**src/rtl/serial_byte_adder_if.sv**
```systemverilog
// Handshake/data bundle for serial_byte_adder.
// Carries the optional sub request when SERIAL_ADD_SUB_EN is defined.
interface serial_byte_adder_if #(
    parameter int NBYTES = 4
);
    localparam int W = 8 * NBYTES;

    logic         start;
    logic [W-1:0] op_a;
    logic [W-1:0] op_b;
    logic         cin;
`ifdef SERIAL_ADD_SUB_EN
    logic         sub;
`endif
    logic         busy;
    logic         done;
    logic [W-1:0] sum;
    logic         cout;
    logic         overflow;

    modport master (
`ifdef SERIAL_ADD_SUB_EN
        output sub,
`endif
        output start, op_a, op_b, cin,
        input  busy, done, sum, cout, overflow
    );

    modport slave (
`ifdef SERIAL_ADD_SUB_EN
        input  sub,
`endif
        input  start, op_a, op_b, cin,
        output busy, done, sum, cout, overflow
    );
endinterface

```
**src/rtl/serial_byte_adder.sv**
```systemverilog
// Byte-serial wide adder driving an 8-bit ripple-carry adder, one byte per clock.
// Define SERIAL_ADD_SUB_EN to add a subtract mode (A - B via inverted B and carry-in 1).
module RCA_8Bit (
    input  logic [7:0] a,
    input  logic [7:0] b,
    input  logic       cin,
    output logic [7:0] s,
    output logic       c
);
    logic [8:0] w_carry;

    assign w_carry[0] = cin;

    for (genvar i = 0; i < 8; i++) begin : g_fa
        assign s[i]         = a[i] ^ b[i] ^ w_carry[i];
        assign w_carry[i+1] = (a[i] & b[i]) | (w_carry[i] & (a[i] ^ b[i]));
    end

    assign c = w_carry[8];
endmodule

module serial_byte_adder #(
    parameter int NBYTES = 4
) (
    input  logic                clk,
    input  logic                rst,
    serial_byte_adder_if.slave  bus
);
    localparam int W  = 8 * NBYTES;
    localparam int IW = $clog2(NBYTES);

    localparam logic [1:0] S_IDLE = 2'd0;
    localparam logic [1:0] S_RUN  = 2'd1;
    localparam logic [1:0] S_DONE = 2'd2;

    localparam logic [IW-1:0] LAST_IDX = IW'(NBYTES - 1);

    logic [1:0]    r_state;
    logic [IW-1:0] r_idx;
    logic          r_carry;
    logic [W-1:0]  r_a;
    logic [W-1:0]  r_b;
    logic [W-1:0]  r_sum;
    logic          r_cout;
    logic          r_ovf;
    logic          r_sub;
    logic          w_sub_req;

    logic [7:0]    w_a;
    logic [7:0]    w_b;
    logic [7:0]    w_s;
    logic          w_c;

`ifdef SERIAL_ADD_SUB_EN
    assign w_sub_req = bus.sub;
`else
    assign w_sub_req = 1'b0;
`endif

    // The effective B byte (inverted when subtracting) also feeds the overflow check.
    assign w_a = r_a[8*r_idx +: 8];
    assign w_b = r_sub ? ~r_b[8*r_idx +: 8] : r_b[8*r_idx +: 8];

    RCA_8Bit u_rca (
        .a   (w_a),
        .b   (w_b),
        .cin (r_carry),
        .s   (w_s),
        .c   (w_c)
    );

    always_ff @(posedge clk) begin
        if (rst) begin
            r_state <= S_IDLE;
            r_idx   <= '0;
            r_carry <= 1'b0;
            r_a     <= '0;
            r_b     <= '0;
            r_sum   <= '0;
            r_cout  <= 1'b0;
            r_ovf   <= 1'b0;
            r_sub   <= 1'b0;
        end else begin
            case (r_state)
                S_IDLE: begin
                    if (bus.start) begin
                        r_a     <= bus.op_a;
                        r_b     <= bus.op_b;
                        r_sub   <= w_sub_req;
                        r_carry <= w_sub_req ? 1'b1 : bus.cin;
                        r_idx   <= '0;
                        r_sum   <= '0;
                        r_state <= S_RUN;
                    end
                end
                S_RUN: begin
                    r_sum[8*r_idx +: 8] <= w_s;
                    r_carry             <= w_c;
                    if (r_idx == LAST_IDX) begin
                        r_cout  <= w_c;
                        r_ovf   <= (w_a[7] == w_b[7]) && (w_s[7] != w_a[7]);
                        r_state <= S_DONE;
                    end else begin
                        r_idx <= r_idx + 1'b1;
                    end
                end
                S_DONE: begin
                    r_state <= S_IDLE;
                end
                default: begin
                    r_state <= S_IDLE;
                end
            endcase
        end
    end

    assign bus.busy     = (r_state == S_RUN);
    assign bus.done     = (r_state == S_DONE);
    assign bus.sum      = r_sum;
    assign bus.cout     = r_cout;
    assign bus.overflow = r_ovf;
endmodule

```
**src/flat_wrapper.sv**
```systemverilog
// flat-port wrapper written by rule: the top's interface ports become plain ports
module serial_byte_adder_flat 
#(
    parameter int NBYTES = 4
)
  (clk, rst, bus_start, bus_op_a, bus_op_b, bus_cin, bus_busy, bus_done, bus_sum, bus_cout, bus_overflow);
  serial_byte_adder_if #(.NBYTES(NBYTES)) bus_i ();
  input  logic clk;
  input  logic rst;
  input wire logic [$bits(bus_i.start)-1:0] bus_start;
  input wire logic [$bits(bus_i.op_a)-1:0] bus_op_a;
  input wire logic [$bits(bus_i.op_b)-1:0] bus_op_b;
  input wire logic [$bits(bus_i.cin)-1:0] bus_cin;
  output wire logic [$bits(bus_i.busy)-1:0] bus_busy;
  output wire logic [$bits(bus_i.done)-1:0] bus_done;
  output wire logic [$bits(bus_i.sum)-1:0] bus_sum;
  output wire logic [$bits(bus_i.cout)-1:0] bus_cout;
  output wire logic [$bits(bus_i.overflow)-1:0] bus_overflow;
  assign bus_i.start = bus_start;
  assign bus_i.op_a = bus_op_a;
  assign bus_i.op_b = bus_op_b;
  assign bus_i.cin = bus_cin;
  assign bus_busy = bus_i.busy;
  assign bus_done = bus_i.done;
  assign bus_sum = bus_i.sum;
  assign bus_cout = bus_i.cout;
  assign bus_overflow = bus_i.overflow;
  serial_byte_adder #(.NBYTES(NBYTES)) u_core (.clk(clk), .rst(rst), .bus(bus_i));
endmodule
```
**config.mk**
```make
export PLATFORM = sky130hd
export DESIGN_NAME = serial_byte_adder_flat
export DESIGN_NICKNAME = d
export VERILOG_FILES = /design/src/rtl/serial_byte_adder_if.sv /design/src/rtl/serial_byte_adder.sv /design/src/flat_wrapper.sv
export SDC_FILE = /design/constraint.sdc
export NUM_CORES = 1
export LEC_CHECK = 0
export ABC_CLOCK_PERIOD_IN_PS = 5100
export CORE_MARGIN = 2
export CORE_UTILIZATION = 52
export CTS_BUF_LIST = sky130_fd_sc_hd__clkbuf_8
export CTS_CLUSTER_SIZE = 14
export DETAILED_ROUTE_END_ITERATION = 8
export HOLD_SLACK_MARGIN = 0.06
export PLACE_DENSITY = 0.82
export SLEW_MARGIN = 15
export SYNTH_ARGS = -nofsm -noshare
export SYNTH_HDL_FRONTEND = slang
export SYNTH_SLANG_ARGS = --single-unit
```
**constraint.sdc**
```tcl
create_clock -name clk -period 5.1 [get_ports clk]
set_input_delay 1.275 -clock clk [delete_from_list [all_inputs] [get_ports clk]]
set_output_delay 1.275 -clock clk [all_outputs]
set_load 0.005 [all_outputs]
```
### After elaboration in Yosys (flattened, before gate mapping)

Index checks and enable logic that the tools add are counted.

| operators by class | value |
|---|---|
| muxes and demuxes | 11 |
| equality and inequality tests | 8 |
| add/sub/neg operators | 2 |
| reductions and logical operators | 8 |
| shift-type cells | 4 |
| bitwise operators | 40 |

Operators with widths:

| kind | count |
|---|---|
| 32-bit case mux with 2 select lines | 1 |
| 32-bit by 6-bit variable part select with 8-bit output | 2 |
| 5-bit negation with 34-bit output | 1 |
| 8-bit by 34-bit variable shift with 32-bit output (first input constant) | 1 |
| 8-bit by 34-bit variable part select with 32-bit output | 1 |
| 32-bit bitwise mux | 1 |
| 32-bit two-way mux | 1 |
| 1-bit bitwise AND | 16 |
| 1-bit bitwise XOR | 16 |
| 2-bit two-way mux | 4 |
| 1-bit bitwise OR | 8 |
| 2-bit case mux with 2 select lines | 2 |
| 2-bit AND reduction | 4 |
| 2-bit == test (second input constant) | 2 |
| 2-bit != test (second input constant) | 2 |
| 3-bit AND reduction | 1 |
| 2-bit by 1-bit adder with 2-bit output (second input constant) | 1 |
| 2-bit by 1-bit == test with 1-bit output (second input constant) | 1 |
| 2-bit logical NOT | 1 |
| 2-bit by 1-bit != test with 1-bit output (second input constant) | 1 |
| 1-bit case mux with 2 select lines | 1 |
| 2-bit nonzero test | 1 |
| 1-bit == test | 1 |
| 1-bit logical AND | 1 |
| other kinds (2) | 2 |

| storage, ports and cells | value |
|---|---|
| output and inout port bits | 36 |
| logic and storage cells | 81 |
| register bits after elaboration | 103 |

### Longest topological paths before layout

Gate-level depths: netlist of run 1.

| logic depth | value |
|---|---|
| depth in word-level cells | 20 |
| gate-level depth with buffers | 18 |
| depth with buffers taken out | 16 |

### Hierarchy

From an unflattened synthesis of run 1, not the netlist that was laid out.

| second synthesis, totals | value |
|---|---|
| cell total of the unflattened synthesis | 510 |
| area total of the unflattened synthesis | 4466.8 sq um |

Modules (own cells, without submodules):

| module | cells each | area each (sq um) | instances |
|---|---|---|---|
| serial_byte_adder | 492 | 4269.1 | 1 |
| RCA_8Bit | 18 | 197.7 | 1 |

### Worst setup path before layout of run 1

OpenSTA, ideal clock, no wires.

| timing | value |
|---|---|
| kind | reg2reg |
| start | register u_core.r_idx[1] |
| end | register u_core.r_ovf, in the netlist u_core.bus.overflow |
| path slack | 391 ps |
| period minus slack after synthesis | 4709 ps |
| arrival time | 4587 ps |
| buffers on the path | 2 |
| stages on the path, launching flop included | 19 |
| path through | dfxtp_1 > buf_6 > clkbuf_1 > mux4_2 > inv_1 > fa_1 > fa_1 > fa_1 > fa_1 > fa_1 > inv_1 > fa_1 > inv_1 > fa_1 > inv_1 > fa_1 > nand2b_1 > nor4_2 > a221o_1 |

| on the way | value |
|---|---|
| longest elaborated chain between the ends | 19 |
| elaborated cells between the ends (all ways) | 37 |

Ends and longest elaborated chain:

| item | line | source |
|---|---|---|
| start: declaration | serial_byte_adder.sv:39 | `logic [IW-1:0] r_idx;` |
| start signal: assignment | serial_byte_adder.sv:104 | `r_idx <= r_idx + 1'b1;` |
| 32-bit by 6-bit variable part select with 8-bit output (on tied branches) | serial_byte_adder.sv:61, serial_byte_adder.sv:62 |  |
| 1-bit bitwise XOR | serial_byte_adder.sv:16 | `assign w_carry[i+1] = (a[i] & b[i]) \| (w_carry[i] & (a[i] ^ b[i]));` |
| 1-bit bitwise AND | serial_byte_adder.sv:16 |  |
| 1-bit bitwise OR | serial_byte_adder.sv:16 |  |
| 1-bit bitwise AND | serial_byte_adder.sv:16 |  |
| 1-bit bitwise OR | serial_byte_adder.sv:16 |  |
| 1-bit bitwise AND | serial_byte_adder.sv:16 |  |
| 1-bit bitwise OR | serial_byte_adder.sv:16 |  |
| [... 3 more ...] | - |  |
| 1-bit bitwise OR | serial_byte_adder.sv:16 |  |
| 1-bit bitwise AND | serial_byte_adder.sv:16 |  |
| 1-bit bitwise OR | serial_byte_adder.sv:16 |  |
| 1-bit bitwise AND | serial_byte_adder.sv:16 |  |
| 1-bit bitwise OR | serial_byte_adder.sv:16 |  |
| 1-bit bitwise XOR | serial_byte_adder.sv:15 | `assign s[i] = a[i] ^ b[i] ^ w_carry[i];` |
| 1-bit != test | serial_byte_adder.sv:101 | `r_ovf <= (w_a[7] == w_b[7]) && (w_s[7] != w_a[7]);` |
| 1-bit logical AND | serial_byte_adder.sv:101 |  |
| end signal: assignment | serial_byte_adder.sv:101 |  |
| end: declaration | serial_byte_adder.sv:45 | `logic r_ovf;` |

Several ways; a longest one is shown, not always the timed one.
A chain may end at the register's enable or synchronous reset.

### Worst setup path after layout of run 1

Ends and elaborated chain as after synthesis.

==> impl_results.md, run 1 <==
- CP peak stage delay: 0.52 ns
- Final WL: 11.1 mm
- Post-DP HPWL: 8.07 mm
- Drt wl/cell: 15.7 um
- Slew @ Worst Pin: 0.692 ns
- Vias in the first global route: 3974
- First-pass GRT wire length: 18.3 mm
- Slew Viols, Final: 0
- #FFs+latches synth: 103
- I/O pin count: 104
- Setup Skew: 0.0122 ns
- Critical path required time: 5.41 ns
- Worst EP arrival: 5.04 ns
- Worst slack, placed: 0.498 ns
- Critical-path top delay cell: fa_1
- Syn_area_per_cell: 8.85 sq um
- Routed via count: 3943
- Cell Area, Synth: 4560 sq um
- Pin count of the biggest net entering global routing: 69
- Drt first-iter violations: 161
- Initial core utilization: 53.0%
- Root Buffer: clkbuf_8
- Max clock buf depth: 2
- Row count: 34
- Most used cell, CP: fa_1
- CTS tree: done
- Pwr per Cell Area: 274 nW/um^2
- Worst Setup Start Kind: flip-flop
- Min Tclk post-route: 4.72 ns
- Total CTS buffers: 9
- Die area: 9530 sq um
- Setup CP Type: reg -> reg
- P_leak: 2.03 nW
- Post-Syn Instances: 515
- Synth cell types: 32
- Pwr Total: 0.00158 W
- GRT Overall Usage: 23.6%
- Final hold violation count: 0
- Fmax: 212 MHz
- Die Width: 97.6 um
- Unrepaired setup endpoints after global routing: no
- Syn nets: 596
- Residual DRC: 0
- Most frequent cells in the layout: nand2_1 (129), dfxtp_1 (103), clkdlybuf4s50_1 (102)
- Synth area leader: dfxtp_1
- Global route overflow: 0
- Setup Viol. Count Final: 0
- CP top delay family: adder cells
- Max_cap viols: 0
- Setup Buffers After CTS: 0
- Pre-Repair DR Iteration Count: 5
- Final ANT Viol Nets: 0
- CP Max Fanout: 7
- Core area: 8590 sq um
- R2R setup slack: 0.38 ns
- Maximum vdd drop: 0.152 mV
- Syn. warnings: 0
- Worst-Skew Late Latency: 0.37 ns
- Tcrit/Tclk final: 92.6%
- Seq/Total Area, Yosys: 45.2%
- CTS H-tree depth: 3
- CTS sink cnt: 103
- Critical path buffer and inverter count: 4
- Worst-path clk slew: 0.10 ns
- Area growth, synth to finish: 26.8%
- Die Height: 97.6 um
- Antenna violations before repair: 0
- Hold_buf cts: 0
- Post-synth top area share: 45.2%
- Worst min path class: reg -> reg
- Post-Route Setup TNS: 0 ns
- IO Port Bufs: 103
- Status: completed
- Nets: 677
- Slew headroom: 53.9%
- Cells taking the most area after synthesis: dfxtp_1 (45%), a21oi_1 (11%), nand2_1 (11%)
- Via/cell ratio: 5.56
- Layout cells sized above 1: 6.99%
- ANT cells: 0
- Critical-path cell list: mux4_2 -> inv_1 -> fa_1 -> fa_1 -> fa_1 -> fa_1 -> fa_1 -> inv_1 -> fa_1 -> inv_1 -> fa_1 -> inv_1 -> fa_1 -> nor4_1 -> a221o_1
- Post-CTS Resized: 0
- Worst setup EP type: flip-flop
- Most common cell after layout, fill and taps aside: nand2_1
- Gpl congestion: 0.863
- Setup ws final: 0.376 ns
[per-layer routing]
layer	track usage, %	part of all wire [%]	vias up
met4	8.65	2.6	0
met1	28.6	41	1857
met3	3.02	4.7	26
met2	42.7	52	143
li1	-	-	1917
met5	0	0	-
[state kept, by name, indices dropped and copies added, names as in the netlist]
signal,flops
u_core.r_a,32
u_core.r_carry,1
u_core.r_state,2
u_core.r_b,32
u_core.r_idx,2
u_core.bus.overflow,1
u_core.bus.sum,32
u_core.bus.cout,1
[Yosys cell counts]
master / count
nand2_1: 129
dfxtp_1: 103
a21oi_1: 101
o21ai_0: 32
clkbuf_1: 24
nand3b_1: 20
inv_1: 18
buf_2: 10
mux4_2: 10
nand3_1: 9
fa_1: 8
buf_4: 6
mux4_1: 6
nand4b_1: 6
ha_1: 5
mux2i_1: 4
nor2b_1: 4
buf_1: 2
nand2b_1: 2
nand4_1: 2
nor3b_2: 2
or3b_1: 2
a221o_1: 1
a22oi_1: 1
and3b_1: 1
buf_6: 1
nor2_1: 1
nor4_1: 1
nor4_2: 1
nor4b_4: 1
nor4bb_1: 1
or3_1: 1
[power breakdown]
part | total, W | leakage [nW] | switching [W] | internal [W]
registers | 0.000862 | 0.841 | 0.0000226 | 0.000839
clock network | 0.000459 | 0.0895 | 0.000271 | 0.000188
logic | 0.000260 | 1.10 | 0.000132 | 0.000129
[logic make-up after synthesis]
group | count (synthesis) | synth area share, %
simple gates | 183 | 19.7
compound gates | 135 | 15.0
flops | 103 | 45.2
buf+inv | 61 | 5.96
mux | 20 | 9.28
fa+ha+maj | 13 | 4.89
[final cells by class]
type	instances	area, sq um
clock inverters	6	37.5
inverters	18	67.6
multi-input cells	351	2240
fillers	690	2810
flip-flops and latches	103	2060
well taps	108	135
clock buffers	10	138
repair buffers	113	1100
[final timing paths]
check | start | endpoint | cells after the start
setup / recovery | u_core.r_idx[1] | u_core.bus.overflow | 15
hold / removal | u_core.r_b[0] | u_core.r_b[0] | 2
setup reg to reg | u_core.r_idx[1] | u_core.bus.overflow | 15
hold reg to reg | u_core.r_b[0] | u_core.r_b[0] | 2
[worst min-delay path, stage by stage (launching register included)]
cell     delay [ns]
dfxtp_1        0.32
nand2_1        0.05
a21oi_1        0.05
[metrics by stage]
stage	cell area [sq um]	hold WS, ns	utilization (%)	instances
3_5_place_dp	5600	0.448	65.2	693
2_1_floorplan	4560	0.432	-	515
3_3_place_gp	5600	0.440	65.2	693
5_1_grt	5780	0.477	67.3	709
6_report	5780	0.457	67.3	709
4_1_cts	5780	0.460	67.2	709
(Power assumes the default switching activity.)
==> run 2, diff against run 1 <==
--- a/config.mk
+++ b/config.mk
@@ -7,12 +7,12 @@
 export LEC_CHECK = 0
 export ABC_CLOCK_PERIOD_IN_PS = 5100
 export CORE_MARGIN = 2
-export CORE_UTILIZATION = 52
-export CTS_BUF_LIST = sky130_fd_sc_hd__clkbuf_8
+export CORE_UTILIZATION = 50
 export CTS_CLUSTER_SIZE = 14
 export DETAILED_ROUTE_END_ITERATION = 8
 export HOLD_SLACK_MARGIN = 0.06
-export PLACE_DENSITY = 0.82
+export PLACE_DENSITY = 0.8
+export REMOVE_ABC_BUFFERS = 1
 export SLEW_MARGIN = 15
 export SYNTH_ARGS = -nofsm -noshare
 export SYNTH_HDL_FRONTEND = slang
==> impl_results.md, run 2 (synthesized netlist as in run 1, its figures left out) <==
- Critical path buffer and inverter count: 4
- Worst slack, placed: 0.451 ns
- Critical-path top delay cell: fa_1
- Post-Route Setup TNS: 0 ns
- Gpl congestion: 0.836
- Max clock buf depth: 2
- Vias in the first global route: 3710
- Worst EP arrival: 5.03 ns
- Post-DP HPWL: 7.40 mm
- Hold_buf cts: 0
- Final ANT Viol Nets: 0
- Critical-path cell list: mux4_2 -> inv_1 -> fa_1 -> fa_1 -> fa_1 -> fa_1 -> fa_1 -> inv_1 -> fa_1 -> inv_1 -> fa_1 -> inv_1 -> fa_1 -> nor4_1 -> a221o_1
- CTS sink cnt: 103
- Slew Viols, Final: 0
- Setup Buffers After CTS: 0
- Slew headroom: 31.2%
- Die area: 9900 sq um
- Critical R2R Launch: u_core.r_idx[0]
- Most used cell, CP: fa_1
- Unrepaired setup endpoints after global routing: no
- Pin count of the biggest net entering global routing: 106
- Initial core utilization: 52.0%
- Drt wl/cell: 15.3 um
- Die Height: 99.5 um
- Tcrit/Tclk final: 92.4%
- Setup Skew: 0.00805 ns
- CP peak stage delay: 0.50 ns
- Nets: 674
- ANT cells: 0
- Worst min path class: reg -> reg
- Critical path required time: 5.42 ns
- Residual DRC: 0
- Row count: 34
- Maximum vdd drop: 0.161 mV
- Final hold violation count: 0
- CP Max Fanout: 6
- Fill cells: 714
- Worst-Skew Late Latency: 0.37 ns
- Multi-input logic area: 2240 sq um
- Min Tclk post-route: 4.71 ns
- R2R setup slack: 0.39 ns
- P_leak: 2.05 nW
- Total CTS buffers: 9
- Area growth, synth to finish: 28.1%
- Worst Hold Depth: 2
- Root Buffer: clkbuf_8
- R2r endpoint: u_core.bus.overflow
- Via/cell ratio: 5.56
- CTS H-tree depth: 3
- Most common cell after layout, fill and taps aside: nand2_1
- I/O pin count: 104
- Slew @ Worst Pin: 1.03 ns
- Final WL: 10.8 mm
- Max_cap viols: 0
- GRT Overall Usage: 22.4%
- Hold_sp: u_core.r_a[25]
- Layout cells sized above 1: 6.53%
- Die Width: 99.5 um
- Worst Setup Start Kind: flip-flop
- Worst setup EP type: flip-flop
- Pwr per Cell Area: 303 nW/um^2
- Register area: 2060 sq um
- Worst Reg-to-Reg Cells: 15
- Most frequent cells in the layout: nand2_1 (129), dfxtp_1 (103), clkdlybuf4s50_1 (102)
- Setup CP Type: reg -> reg
- Setup ws final: 0.385 ns
- Final Util: 66.6%
- Worst-path clk slew: 0.10 ns
- Antenna violations before repair: 0
- Pre-Repair DR Iteration Count: 6
- Drt first-iter violations: 277
- Routed via count: 3918
- CTS tree: done
- CP top delay family: adder cells
- IO Port Bufs: 103
- Core area: 8760 sq um
- Fmax: 212 MHz
- Setup Viol. Count Final: 0
- First-pass GRT wire length: 17.7 mm
- Hold Path End: u_core.r_a[25]
- Status: completed
- Worst hold slack: 0.457 ns
- Post-CTS Resized: 0
- Global route overflow: 0
==> run 2: cell types whose count changed in the layout (fill, tap and decap cells not counted) <==
cell        change
buf_4           -3
inv_1           -1
clkinv_2        -1
bufinv_16       +4
clkbuf_8        -1
clkinvlp_4      -2
==> run 2: worst max-delay path by stage <==
stage                     from             endpoint  slack [ns]  depth (start not counted)
3_3_place_gp   u_core.r_idx[0]  u_core.bus.overflow        0.57                         16
2_1_floorplan  u_core.r_idx[0]  u_core.bus.overflow        0.22                         16
3_5_place_dp   u_core.r_idx[0]  u_core.bus.overflow        0.45                         16
5_1_grt        u_core.r_idx[0]  u_core.bus.overflow        0.19                         15
4_1_cts        u_core.r_idx[0]  u_core.bus.overflow        0.41                         15
6_report       u_core.r_idx[0]  u_core.bus.overflow        0.39                         15
==> run 2: stage by stage <==
| stage | std cells | power, W | instance area, sq um |
|---|---|---|---|
| after CTS | 705 | 0.00177 | 5840 |
| after global routing | 705 | 0.00183 | 5840 |
| after floorplan | 472 | 0.00101 | 4350 |
| after detailed placement | 690 | 0.00113 | 5580 |
| final | 705 | 0.00177 | 5840 |
| after global placement | 690 | 0.00113 | 5580 |
==> run 2: layout make-up <==
type	count	share of cell area, %
well taps	108	2.31
flip-flops and latches	103	35.3
inverters	18	1.16
repair buffers	110	18.5
clock buffers	9	2.12
multi-input cells	351	38.3
clock inverters	6	2.29
==> run 2: routing by layer <==
metal	part of all wire (%)	GRT usage [%]	vias to the layer above	routed length [um]
met5	0	0	-	0
li1	-	-	1912	-
met2	49	36.7	159	5260
met3	6.1	3.65	20	661
met4	2.1	8.11	0	231
met1	43	30.2	1827	4650
==> run 2: worst register-to-register path, cell delays in order, from the launching register on <==
cell and delay (ns):
dfxtp_1 0.38, mux4_2 0.35, inv_1 0.05, fa_1 0.42
fa_1 0.41, fa_1 0.42, fa_1 0.40, fa_1 0.39
inv_1 0.08, fa_1 0.17, inv_1 0.06, fa_1 0.41
inv_1 0.07, fa_1 0.50, nor4_1 0.34, a221o_1 0.21
==> run 2: power by group <==
group          internal, W  total [W]  switching [W]
clock             0.000373   0.000651       0.000278
sequential        0.000839   0.000861      0.0000212
combinational     0.000127   0.000258       0.000130
total              0.00134    0.00177       0.000430
==> run 3, diff against run 2 <==
--- a/config.mk
+++ b/config.mk
@@ -7,11 +7,12 @@
 export LEC_CHECK = 0
 export ABC_CLOCK_PERIOD_IN_PS = 5100
 export CORE_MARGIN = 2
-export CORE_UTILIZATION = 50
+export CORE_UTILIZATION = 60
 export CTS_CLUSTER_SIZE = 14
 export DETAILED_ROUTE_END_ITERATION = 8
+export DONT_BUFFER_PORTS = 1
 export HOLD_SLACK_MARGIN = 0.06
-export PLACE_DENSITY = 0.8
+export PLACE_DENSITY = 0.76
 export REMOVE_ABC_BUFFERS = 1
 export SLEW_MARGIN = 15
 export SYNTH_ARGS = -nofsm -noshare
==> impl_results.md, run 3 (synthesized netlist as in run 1, its figures left out) <==
- Worst min path class: reg -> reg
- Setup CP Type: reg -> reg
- Core area: 7290 sq um
- Post-DP HPWL: 6.70 mm
- Status: completed
- Setup ws final: 0.403 ns
- Fmax: 213 MHz
- Antenna violations before repair: 0
- Slew @ Worst Pin: 0.657 ns
- Min Tclk post-route: 4.70 ns
- Area of placed instances: 4540 sq um
- Maximum vdd drop: 0.200 mV
- Psw: 0.000400 W
- Clock Power Share: 36.4%
- Pwr per Cell Area: 344 nW/um^2
- Final WL: 9.93 mm
- Setup Skew: 0.0110 ns
- Logic gate share of total power: 11.2%
- Post-Route Setup TNS: 0 ns
- GRT Overall Usage: 24.4%
- Area growth, synth to finish: 4.72%
- P_leak: 1.64 nW
- Root Buffer: clkbuf_8
- Initial core utilization: 62.5%
- Post-route cell area: 4770 sq um
- Sw Ratio: 24.3%
- Post-CTS Resized: 0
- Internal: 0.00124 W
- Final hold violation count: 0
- Max_cap viols: 0
- Max clock buf depth: 2
- Most frequent cells in the layout: nand2_1 (129), dfxtp_1 (103), a21oi_1 (101)
- Slew Viols, Final: 0
- Global route overflow: 0
- Slew headroom: 55.0%
- Final ANT Viol Nets: 0
- Setup Buffers After CTS: 0
- Pwr Total: 0.00164 W
- CTS sink cnt: 103
- Worst setup EP type: flip-flop
- Worst EP arrival: 5.02 ns
- Sequential Power Share: 52.4%
- ANT cells: 0
- Setup Viol. Count Final: 0
- Pin count of the biggest net entering global routing: 106
- CTS H-tree depth: 3
- Worst-Skew Late Latency: 0.37 ns
- Worst slack, placed: 0.415 ns
- Drt first-iter violations: 231
- Pre-Repair DR Iteration Count: 5
- Unrepaired setup endpoints after global routing: no
- Drt wl/cell: 16.7 um
- Row count: 31
- Tcrit/Tclk final: 92.1%
- Die Height: 91.2 um
- IO Port Bufs: 0
- Gpl congestion: 0.801
- I/O pin count: 104
- Die area: 8310 sq um
- Most common cell after layout, fill and taps aside: nand2_1
- Worst hold slack: 0.454 ns
- Residual DRC: 0
- Vias in the first global route: 3384
- Die Width: 91.2 um
- Hold_buf cts: 0
- Critical path required time: 5.42 ns
- Via/cell ratio: 5.79
- First-pass GRT wire length: 16.2 mm
- Worst-path clk slew: 0.09 ns
- Worst Setup Start Kind: flip-flop
- CP Max Fanout: 6
- Nets: 570
- Layout cells sized above 1: 7.29%
- Total CTS buffers: 9
- CTS tree: done
- Routed via count: 3433
==> run 3: cell types whose count changed in the layout (fill, tap and decap cells not counted), sizes merged <==
cell / delta
clkbuf: +2
bufinv: -1
buf: -2
clkinv: -1
clkinvlp: +1
clkdlybuf4s50: -102
==> run 3: path summary, 6_finish.rpt <==
path | startpoint | end | slack [ns] | depth (start not counted)
worst max-delay path | u_core.r_idx[0] | u_core.bus.overflow | 0.40 | 15
worst min-delay path | u_core.r_a[3] | u_core.r_a[3] | 0.45 | 2
worst max register to register | u_core.r_idx[0] | u_core.bus.overflow | 0.40 | 15
worst min register to register | u_core.r_a[3] | u_core.r_a[3] | 0.45 | 2
==> run 3: power groups by stage <==
stage	clock, W	combinational [W]	sequential [W]
after floorplan	0	0.000132	0.000877
after global placement	0	0.000178	0.000879
after detailed placement	0	0.000183	0.000881
after CTS	0.000606	0.000184	0.000862
after global routing	0.000635	0.000204	0.000867
final	0.000598	0.000184	0.000862
==> run 3: metrics by stage <==
| stage | util (%) | instances |
|---|---|---|
| after global placement | 62.2 | 577 |
| final | 65.5 | 593 |
| after detailed placement | 62.2 | 577 |
| after floorplan | - | 472 |
| after CTS | 65.5 | 593 |
| after global routing | 65.5 | 593 |
==> run 3: cell type report <==
cell class | count | area [sq um]
sequential | 103 | 2060
inverter | 18 | 67.6
clock buffer | 11 | 131
clock inverter | 5 | 106
fill | 640 | 2520
tap | 99 | 124
timing repair buffer | 6 | 45.0
multi-input combinational | 351 | 2240
==> run 3: metal layers <==
layer / wire length (um) / vias up / GRT usage (%)
met3: 768 / 16 / 5.31
met1: 4220 / 1594 / 32.2
met2: 4780 / 119 / 39.9
li1: - / 1704 / -
met4: 156 / 0 / 8.59
met5: 0 / - / 0
==> run 3: critical path, stage by stage, from the launching register on <==
cell	delay [ns]
dfxtp_1	0.55
mux4_2	0.29
inv_1	0.05
fa_1	0.40
fa_1	0.41
fa_1	0.39
fa_1	0.39
fa_1	0.38
inv_1	0.09
fa_1	0.16
inv_1	0.05
fa_1	0.41
inv_1	0.07
fa_1	0.50
nor4_1	0.32
a221o_1	0.18
